==> config.mk <==
export PLATFORM = sky130hd
export DESIGN_NAME = or1200_fwdctrl_flat
export DESIGN_NICKNAME = d
export VERILOG_FILES = /design/src/rtl/or1200_fwdctrl_pkg.sv /design/src/rtl/or1200_fwdctrl_if.sv /design/src/rtl/or1200_fwdcmp.sv /design/src/rtl/or1200_fwdctrl.sv /design/src/flat_wrapper.sv
export SDC_FILE = /design/constraint.sdc
export NUM_CORES = 1
export LEC_CHECK = 0
export BUFFER_PORTS_ARGS = -buffer_cell sky130_fd_sc_hd__buf_2
export CORE_ASPECT_RATIO = 0.5
export CORE_UTILIZATION = 42
export CTS_BUF_LIST = sky130_fd_sc_hd__clkbuf_16
export DETAILED_ROUTE_END_ITERATION = 12
export PLACE_DENSITY = 0.8
export SYNTH_ARGS = -nofsm -noshare
export SYNTH_HDL_FRONTEND = slang
export SYNTH_SLANG_ARGS = --single-unit
==> constraint.sdc <==
create_clock -name clk -period 1.6 [get_ports clk]
set_input_delay 0.08 -clock clk [delete_from_list [all_inputs] [get_ports clk]]
set_output_delay 0.08 -clock clk [all_outputs]
set_load 0.1 [all_outputs]
==> src/rtl/or1200_fwdctrl_pkg.sv <==
// Shared operand-mux definitions: select encodings and default datapath widths.
package or1200_fwdctrl_pkg;

  localparam int unsigned OR1200_OPERAND_WIDTH = 32;
  localparam int unsigned OR1200_REGFILE_ADDR_WIDTH = 5;

  typedef enum logic [1:0] {
    SEL_RF      = 2'd0,
    SEL_IMM     = 2'd1,
    SEL_EX_FORW = 2'd2,
    SEL_WB_FORW = 2'd3
  } sel_t;

endpackage

==> src/rtl/or1200_fwdctrl_if.sv <==
// Pipeline-control and forwarding bus between the ID/EX/WB datapath and the forwarding controller.
interface or1200_fwdctrl_if
  import or1200_fwdctrl_pkg::*;
#(
  parameter int unsigned width = OR1200_OPERAND_WIDTH,
  parameter int unsigned aw    = OR1200_REGFILE_ADDR_WIDTH
);

  logic             id_freeze;
  logic             ex_freeze;
  logic             wb_freeze;
  logic             ex_flushpipe;
  logic [aw-1:0]    id_addra;
  logic [aw-1:0]    id_addrb;
  logic             id_imm;
  logic             id_rfwb;
  logic [aw-1:0]    id_rfaddrw;
  logic             id_load;
  logic [width-1:0] ex_result;
  sel_t             sel_a;
  sel_t             sel_b;
  logic [width-1:0] ex_forw;
  logic [width-1:0] wb_forw;
  logic             load_hazard;
  logic             rf_we;
  logic [aw-1:0]    rf_addrw;
  logic [width-1:0] rf_dataw;

  modport master (
    output id_freeze, ex_freeze, wb_freeze, ex_flushpipe,
    output id_addra, id_addrb, id_imm, id_rfwb, id_rfaddrw, id_load, ex_result,
    input  sel_a, sel_b, ex_forw, wb_forw, load_hazard, rf_we, rf_addrw, rf_dataw
  );

  modport slave (
    input  id_freeze, ex_freeze, wb_freeze, ex_flushpipe,
    input  id_addra, id_addrb, id_imm, id_rfwb, id_rfaddrw, id_load, ex_result,
    output sel_a, sel_b, ex_forw, wb_forw, load_hazard, rf_we, rf_addrw, rf_dataw
  );

endinterface

==> src/rtl/or1200_fwdcmp.sv <==
// Per-operand source compare: picks EX over WB forwarding, immediate overrides both, r0 never hits.
module or1200_fwdcmp
  import or1200_fwdctrl_pkg::*;
#(
  parameter int unsigned aw = OR1200_REGFILE_ADDR_WIDTH
) (
  input  logic [aw-1:0] addr,
  input  logic          use_imm,
  input  logic          ex_rfwb,
  input  logic [aw-1:0] ex_rfaddrw,
  input  logic          wb_rfwb,
  input  logic [aw-1:0] wb_rfaddrw,
  output sel_t          sel_c,
  output logic          ex_hit_c
);

  logic addr_nz;
  logic wb_hit;

  always_comb begin
    addr_nz  = (addr != '0);
    ex_hit_c = ex_rfwb && (ex_rfaddrw == addr) && addr_nz;
    wb_hit   = wb_rfwb && (wb_rfaddrw == addr) && addr_nz;
    sel_c    = SEL_RF;
    if (use_imm)       sel_c = SEL_IMM;
    else if (ex_hit_c) sel_c = SEL_EX_FORW;
    else if (wb_hit)   sel_c = SEL_WB_FORW;
  end

endmodule

==> src/rtl/or1200_fwdctrl.sv <==
// Operand forwarding and load-use hazard control; tracks EX/WB destination registers.
module or1200_fwdctrl
  import or1200_fwdctrl_pkg::*;
#(
  parameter int unsigned width = OR1200_OPERAND_WIDTH,
  parameter int unsigned aw    = OR1200_REGFILE_ADDR_WIDTH
) (
  input logic              clk,
  input logic              rst,
  or1200_fwdctrl_if.slave  bus
);

  logic             ex_rfwb_q, ex_rfwb_d;
  logic             ex_load_q, ex_load_d;
  logic [aw-1:0]    ex_rfaddrw_q, ex_rfaddrw_d;
  logic             wb_rfwb_q, wb_rfwb_d;
  logic [aw-1:0]    wb_rfaddrw_q, wb_rfaddrw_d;
  logic [width-1:0] wb_forw_q, wb_forw_d;
  logic             ex_hit_a, ex_hit_b;
  sel_t             sel_a_c, sel_b_c;

  // Stage advance: a frozen ID with a moving EX (or a flush) inserts a bubble.
  always_comb begin
    ex_rfwb_d    = ex_rfwb_q;
    ex_load_d    = ex_load_q;
    ex_rfaddrw_d = ex_rfaddrw_q;
    wb_rfwb_d    = wb_rfwb_q;
    wb_rfaddrw_d = wb_rfaddrw_q;
    wb_forw_d    = wb_forw_q;
    if (!bus.ex_freeze) begin
      if (bus.id_freeze || bus.ex_flushpipe) begin
        ex_rfwb_d = 1'b0;
        ex_load_d = 1'b0;
      end else begin
        ex_rfwb_d    = bus.id_rfwb;
        ex_load_d    = bus.id_load;
        ex_rfaddrw_d = bus.id_rfaddrw;
      end
    end
    if (!bus.wb_freeze) begin
      if (bus.ex_freeze) begin
        wb_rfwb_d = 1'b0;
      end else begin
        wb_rfwb_d    = ex_rfwb_q;
        wb_rfaddrw_d = ex_rfaddrw_q;
        wb_forw_d    = bus.ex_result;
      end
    end
  end

  always_ff @(posedge clk or posedge rst) begin
    if (rst) begin
      ex_rfwb_q    <= 1'b0;
      ex_load_q    <= 1'b0;
      ex_rfaddrw_q <= '0;
      wb_rfwb_q    <= 1'b0;
      wb_rfaddrw_q <= '0;
      wb_forw_q    <= '0;
    end else begin
      ex_rfwb_q    <= ex_rfwb_d;
      ex_load_q    <= ex_load_d;
      ex_rfaddrw_q <= ex_rfaddrw_d;
      wb_rfwb_q    <= wb_rfwb_d;
      wb_rfaddrw_q <= wb_rfaddrw_d;
      wb_forw_q    <= wb_forw_d;
    end
  end

  or1200_fwdcmp #(.aw(aw)) u_cmp_a (
    .addr       (bus.id_addra),
    .use_imm    (1'b0),
    .ex_rfwb    (ex_rfwb_q),
    .ex_rfaddrw (ex_rfaddrw_q),
    .wb_rfwb    (wb_rfwb_q),
    .wb_rfaddrw (wb_rfaddrw_q),
    .sel_c      (sel_a_c),
    .ex_hit_c   (ex_hit_a)
  );

  or1200_fwdcmp #(.aw(aw)) u_cmp_b (
    .addr       (bus.id_addrb),
    .use_imm    (bus.id_imm),
    .ex_rfwb    (ex_rfwb_q),
    .ex_rfaddrw (ex_rfaddrw_q),
    .wb_rfwb    (wb_rfwb_q),
    .wb_rfaddrw (wb_rfaddrw_q),
    .sel_c      (sel_b_c),
    .ex_hit_c   (ex_hit_b)
  );

  // Operand selects and the hazard must resolve in the same cycle the ID instruction is decoded.
  always_comb begin
    bus.sel_a       = sel_a_c;
    bus.sel_b       = sel_b_c;
    bus.ex_forw     = bus.ex_result;
    bus.wb_forw     = wb_forw_q;
    bus.load_hazard = ex_load_q && ex_rfwb_q && (ex_hit_a || (ex_hit_b && !bus.id_imm));
    bus.rf_we       = wb_rfwb_q && !bus.wb_freeze && (wb_rfaddrw_q != '0);
    bus.rf_addrw    = wb_rfaddrw_q;
    bus.rf_dataw    = wb_forw_q;
  end

endmodule
==> src/flat_wrapper.sv <==
// flat-port wrapper written by rule: the top's interface ports become plain ports
module or1200_fwdctrl_flat import or1200_fwdctrl_pkg::*;
#(
  parameter int unsigned width = OR1200_OPERAND_WIDTH,
  parameter int unsigned aw    = OR1200_REGFILE_ADDR_WIDTH
)
  (clk, rst, bus_id_freeze, bus_ex_freeze, bus_wb_freeze, bus_ex_flushpipe, bus_id_addra, bus_id_addrb, bus_id_imm, bus_id_rfwb, bus_id_rfaddrw, bus_id_load, bus_ex_result, bus_sel_a, bus_sel_b, bus_ex_forw, bus_wb_forw, bus_load_hazard, bus_rf_we, bus_rf_addrw, bus_rf_dataw);
  or1200_fwdctrl_if #(.width(width), .aw(aw)) bus_i ();
  input logic clk;
  input logic rst;
  input wire logic [$bits(bus_i.id_freeze)-1:0] bus_id_freeze;
  input wire logic [$bits(bus_i.ex_freeze)-1:0] bus_ex_freeze;
  input wire logic [$bits(bus_i.wb_freeze)-1:0] bus_wb_freeze;
  input wire logic [$bits(bus_i.ex_flushpipe)-1:0] bus_ex_flushpipe;
  input wire logic [$bits(bus_i.id_addra)-1:0] bus_id_addra;
  input wire logic [$bits(bus_i.id_addrb)-1:0] bus_id_addrb;
  input wire logic [$bits(bus_i.id_imm)-1:0] bus_id_imm;
  input wire logic [$bits(bus_i.id_rfwb)-1:0] bus_id_rfwb;
  input wire logic [$bits(bus_i.id_rfaddrw)-1:0] bus_id_rfaddrw;
  input wire logic [$bits(bus_i.id_load)-1:0] bus_id_load;
  input wire logic [$bits(bus_i.ex_result)-1:0] bus_ex_result;
  output wire logic [$bits(bus_i.sel_a)-1:0] bus_sel_a;
  output wire logic [$bits(bus_i.sel_b)-1:0] bus_sel_b;
  output wire logic [$bits(bus_i.ex_forw)-1:0] bus_ex_forw;
  output wire logic [$bits(bus_i.wb_forw)-1:0] bus_wb_forw;
  output wire logic [$bits(bus_i.load_hazard)-1:0] bus_load_hazard;
  output wire logic [$bits(bus_i.rf_we)-1:0] bus_rf_we;
  output wire logic [$bits(bus_i.rf_addrw)-1:0] bus_rf_addrw;
  output wire logic [$bits(bus_i.rf_dataw)-1:0] bus_rf_dataw;
  assign bus_i.id_freeze = bus_id_freeze;
  assign bus_i.ex_freeze = bus_ex_freeze;
  assign bus_i.wb_freeze = bus_wb_freeze;
  assign bus_i.ex_flushpipe = bus_ex_flushpipe;
  assign bus_i.id_addra = bus_id_addra;
  assign bus_i.id_addrb = bus_id_addrb;
  assign bus_i.id_imm = bus_id_imm;
  assign bus_i.id_rfwb = bus_id_rfwb;
  assign bus_i.id_rfaddrw = bus_id_rfaddrw;
  assign bus_i.id_load = bus_id_load;
  assign bus_i.ex_result = bus_ex_result;
  assign bus_sel_a = bus_i.sel_a;
  assign bus_sel_b = bus_i.sel_b;
  assign bus_ex_forw = bus_i.ex_forw;
  assign bus_wb_forw = bus_i.wb_forw;
  assign bus_load_hazard = bus_i.load_hazard;
  assign bus_rf_we = bus_i.rf_we;
  assign bus_rf_addrw = bus_i.rf_addrw;
  assign bus_rf_dataw = bus_i.rf_dataw;
  or1200_fwdctrl #(.width(width), .aw(aw)) u_core (.clk(clk), .rst(rst), .bus(bus_i));
endmodule
Word level (Yosys, flattened, before mapping)
Index checks and enable logic that the tools add are counted.
{"block": "classes", "n_mux": 8, "bitwise_logic": 3, "reduce_logical": 22, "eq_ne": 4}
{"cell": "== test 5 bit", "count": 4}
{"cell": "nonzero test 5 bit", "count": 3}
{"cell": "logical AND 1 bit", "count": 13}
{"cell": "2-to-1 mux 2 bit", "count": 5}
{"cell": "AND reduction 2 bit", "count": 2}
{"cell": "2-to-1 mux 1 bit", "count": 3}
{"cell": "NOT 1 bit", "count": 3}
{"cell": "zero test 1 bit", "count": 2}
{"cell": "logical OR 1 bit", "count": 2}
{"block": "word_totals", "input_bits": 56, "register_bits": 45}

Logic depth before layout (Yosys ltp)
{"block": "logic_depth", "word_depth": 6, "depth_mapped": 4, "depth_no_buf": 4}

Cells and area by module
From an unflattened synthesis, not the netlist that was laid out.
{"block": "hier_totals", "hier_cells": 211, "area_unflattened_um2": 2542.4}
{"module": "or1200_fwdctrl", "cells_per_inst": 169, "instances": 1, "area_per_inst_um2": 2232.1}
{"module": "or1200_fwdcmp", "cells_per_inst": 21, "instances": 2, "area_per_inst_um2": 155.1}

Worst setup path before layout
No wires, ideal clock.
{"block": "synth_path", "path_type": "reg-to-output", "start": "register u_core.wb_rfaddrw_q[3] (netlist: u_core.bus.rf_addrw[3])", "end": "output port bus_sel_b[1]", "setup_slack_ps": -2836, "t_required_ps": 1520, "path_stages_with_launch": 4, "arrival_ps": 4356, "path_buffers": 0, "cell_sequence": "dfrtp_1 -> xnor2_1 -> nand4_1 -> o41ai_1"}
{"block": "synth_via", "elab_chain_len": 6}
{"item": "start, declared", "line_no": "or1200_fwdctrl.sv:17", "source": "logic [aw-1:0] wb_rfaddrw_q, wb_rfaddrw_d;"}
{"item": "start signal, assigned", "line_no": "or1200_fwdctrl.sv:64", "source": "wb_rfaddrw_q <= wb_rfaddrw_d;"}
{"item": "== test 5 bit", "line_no": "or1200_fwdcmp.sv:23", "source": "wb_hit = wb_rfwb && (wb_rfaddrw == addr) && addr_nz;"}
{"item": "logical AND 1 bit (2 in series)", "line_no": "or1200_fwdcmp.sv:23"}
{"item": "2-to-1 mux 2 bit", "line_no": "or1200_fwdcmp.sv:27", "source": "else if (wb_hit) sel_c = SEL_WB_FORW;"}
{"item": "2-to-1 mux 2 bit", "line_no": "or1200_fwdcmp.sv:26", "source": "else if (ex_hit_c) sel_c = SEL_EX_FORW;"}
{"item": "2-to-1 mux 2 bit", "line_no": "or1200_fwdcmp.sv:25", "source": "if (use_imm) sel_c = SEL_IMM;"}
{"item": "end, declared", "line_no": "flat_wrapper.sv:23", "source": "output wire logic [$bits(bus_i.sel_b)-1:0] bus_sel_b;"}
No other way between the ends.

Worst setup path in the final report
{"block": "layout_path", "start": "register u_core.ex_rfaddrw_q[2]", "end": "output port bus_load_hazard"}
{"block": "layout_via", "elab_chain_len": 6}
{"item": "start, declared", "line_no": "or1200_fwdctrl.sv:15", "source": "logic [aw-1:0] ex_rfaddrw_q, ex_rfaddrw_d;"}
{"item": "start signal, assigned", "line_no": "or1200_fwdctrl.sv:62", "source": "ex_rfaddrw_q <= ex_rfaddrw_d;"}
{"item": "== test 5 bit", "line_no": "or1200_fwdcmp.sv:22", "source": "ex_hit_c = ex_rfwb && (ex_rfaddrw == addr) && addr_nz;"}
{"item": "logical AND 1 bit (2 in series)", "line_no": "or1200_fwdcmp.sv:22"}
{"item": "logical AND 1 bit", "line_no": "or1200_fwdctrl.sv:97", "source": "bus.load_hazard = ex_load_q && ex_rfwb_q && (ex_hit_a || (ex_hit_b && !bus.id_imm));"}
{"item": "logical OR 1 bit *", "line_no": "or1200_fwdctrl.sv:97"}
{"item": "logical AND 1 bit *", "line_no": "or1200_fwdctrl.sv:97"}
{"item": "end, declared", "line_no": "flat_wrapper.sv:26", "source": "output wire logic [$bits(bus_i.load_hazard)-1:0] bus_load_hazard;"}
Mark *: on every way between the ends. The rest lies on a longest branch, timed or not.

==> flow_summary.toml <==
[synthesis]
synthFlopType = "dfrtp_1"
mappedNetlistArea_um2 = 2480
yosysWarnings = 0
synth_cells = 206
ys_seq_area_frac = 0.4541
syn_nets = 262
async_reset_ff_frac = 1.000
synth_edf_count = 0
ys_types = 25
synth_seq_cells = 45
avgSynthCellArea_um2 = 12.04

[place]
routabilityCongestion = 0.8880
io_buffers = 162
dp_hpwl_um = 4413
post-place-ws_ps = -51.61
place_inst = 385

[clock_network]
clk_pin_slew_worst_paths_ps = 60
tritoncts = "yes"
cts.htree.levels = 2
clock_latency_ps = 280
ctsLongestPathBuffers = 2
cts_buffers = 5
cts-root-buf = "clkbuf_16"
cts.sinks = 45

[setup_path]
slowest_delay_ps = 480
crit_type = "reg -> out"
worstSetupStartpointType = "flop"
cp.arrival_ps = 1890
path_max_fanout = 4
end_kind = "primary output"
crit_chain = "xnor2_1 -> nand4_1 -> or4_4 -> a21oi_4 -> buf_12"
cp.required_ps = 1520
cp_slowest_cell = "or4_4"

[drt]
drt_iter0_drc = 49
wl_per_cell_um = 14.11
via_count = 1855
drc = 0
drtPass1Iterations = 4
wirelength_um = 5628
vias_per_cell = 4.649
drtAntennaViolNets = 0

[power_and_ir_drop]
vdd_ir_drop_max_uv = 925.6
cellPowerDensity_nw_per_um2 = 1777
power_leakage_nw = 1.666

[grt]
grt_pass1_wl_um = 8873
grt_pass1_vias = 1858
grt_max_degree = 25
antenna_found_initial = 0
track_usage = 0.1771
grt_remaining_overflow = 0

[sta]
max_freq_mhz = 508.6
drv_slew = 0
relSlewSlack = 0.6681
finalCriticalPeriod_ps = 1966
worst_slack_ps = -366.0
fin_crit_sh = 1.229
final_hold_viol_count = 0
setup_violations = 6
whs_ps = 15.53
worst_pin_slew_ps = 497.1
rsz0062_at_grt = "yes"
skew_ps = 0.9667

[die]
io_pins = 163
die_w_um = 110.7
die_area_um2 = 6235
dieHeight_um = 56.34
coreArea_um2 = 5587
start_util = 0.4439
rows = 19

[cells_and_area]
fin_nets = 381
fin_cells = 399
layout-drive-gt1-share = 0.7791
area_growth_pct = 38.29
layout_common_cells = "buf_2, mux2_2, dfrtp_1"
fillers = 429
insertedDiodeCount = 0
layout_commonest_cell = "buf_2"

[status]
status = "finished with violations"
violations = "negative setup slack"

[worst_hold_path]
hold_path.class = "in -> reg"

[flow_run]
cap_viol_max_count = 0
## critical path: cells and delay by family (launching register included)
| kind | cells | cell delay, ps |
|---|---|---|
| AO/OA/AOI/OAI | 1 | 180 |
| XOR/XNOR | 1 | 170 |
| buffers and inverters | 1 | 180 |
| flip-flops | 1 | 440 |
| AND/OR/NAND/NOR | 2 | 620 |
## cell families (layout without fill, tap and decap cells)
logic type      Yosys count  after routing  share of synthesized area
xor+xnor                 20             20                    0.07063
buf+inv                  68            188                     0.2043
compound gates            6              6                    0.01766
mux                      42             42                     0.1907
flops                    45             45                     0.4541
simple gates             25             25                    0.06257
## synth_stat cells (all sizes together) (2+ instances only)
master  number  area [um2]
a22o         2       17.52
nand2        3       11.26
or4          4       30.03
buf         67       503.0
mux2        42       473.0
nor2         4       20.02
xor2         4       35.03
dfrtp       45        1126
nor4         2       12.51
nor3         2       15.01
xnor2       16       140.1
nand4        4       25.02
## repair_timing
| action | in CTS | in global routing |
|---|---|---|
| hold buffers | 1 | 0 |
| setup buffers | 2 | 3 |
| pin swaps | 2 | 3 |
| cloned | 0 | 0 |
| endpoints found under the hold margin | 21 | 0 |
| setup endpoints to repair | 6 | 6 |
| gates resized for setup | 12 | 5 |
## registers in the layout, indices dropped and copies added (netlist names)
name / flops
u_core.bus.rf_dataw: 32
u_core.ex_load_q: 1
u_core.ex_rfwb_q: 1
u_core.ex_rfaddrw_q: 5
u_core.wb_rfwb_q: 1
u_core.bus.rf_addrw: 5
## per-stage QoR
step / setup TNS (ps) / area, um2 / total power, mW / util
4_1_cts: -1435 / 3382 / 6.097 / 0.6054
3_5_place_dp: -117.2 / 3134 / 4.878 / 0.5610
6_report: -1587 / 3430 / 6.096 / 0.6139
2_1_floorplan: -1029 / 2560 / 4.520 / -
3_3_place_gp: -9.150 / 3134 / 4.836 / 0.5610
5_1_grt: -1900 / 3430 / 6.296 / 0.6139
## cell type report
cell class	instances	area, um2	share of cell area
clock buffer	5	125.1	0.03648
clock inverter	3	41.29	0.01204
inverter	1	3.754	0.001094
multi-input combinational	93	970.9	0.2831
sequential	45	1146	0.3342
tap	73	91.34	0.02663
timing repair buffer	179	1051	0.3065
## report_power, final
group | switching, mW | total (mW) | internal, mW
clock | 0.416 | 1.15 | 0.731
combinational | 2.79 | 3.42 | 0.629
sequential | 0.180 | 1.53 | 1.35
total | 3.39 | 6.10 | 2.71
## metal layers
layer	routed length (um)	global-route usage	up-vias
li1	-	-	878
met1	2193	0.2128	931
met2	3213	0.3345	42
met3	195	0.03240	4
met4	26	0.03810	0
met5	0	0	-
## path summary, 6_finish.rpt
check,startpoint,endpoint,slack (ps),depth (start not counted)
max,u_core.ex_rfaddrw_q[2],bus_load_hazard,-370,5
min,bus_id_load,u_core.ex_load_q,20,2
max reg2reg,u_core.ex_rfaddrw_q[4],u_core.bus.rf_addrw[4],480,3
min reg2reg,u_core.ex_load_q,u_core.ex_load_q,510,1
max in group asynchronous,rst,u_core.bus.rf_addrw[2],720,4
min in group asynchronous,rst,u_core.bus.rf_dataw[16],370,3
Note: power is estimated with default switching activity, not from simulation.
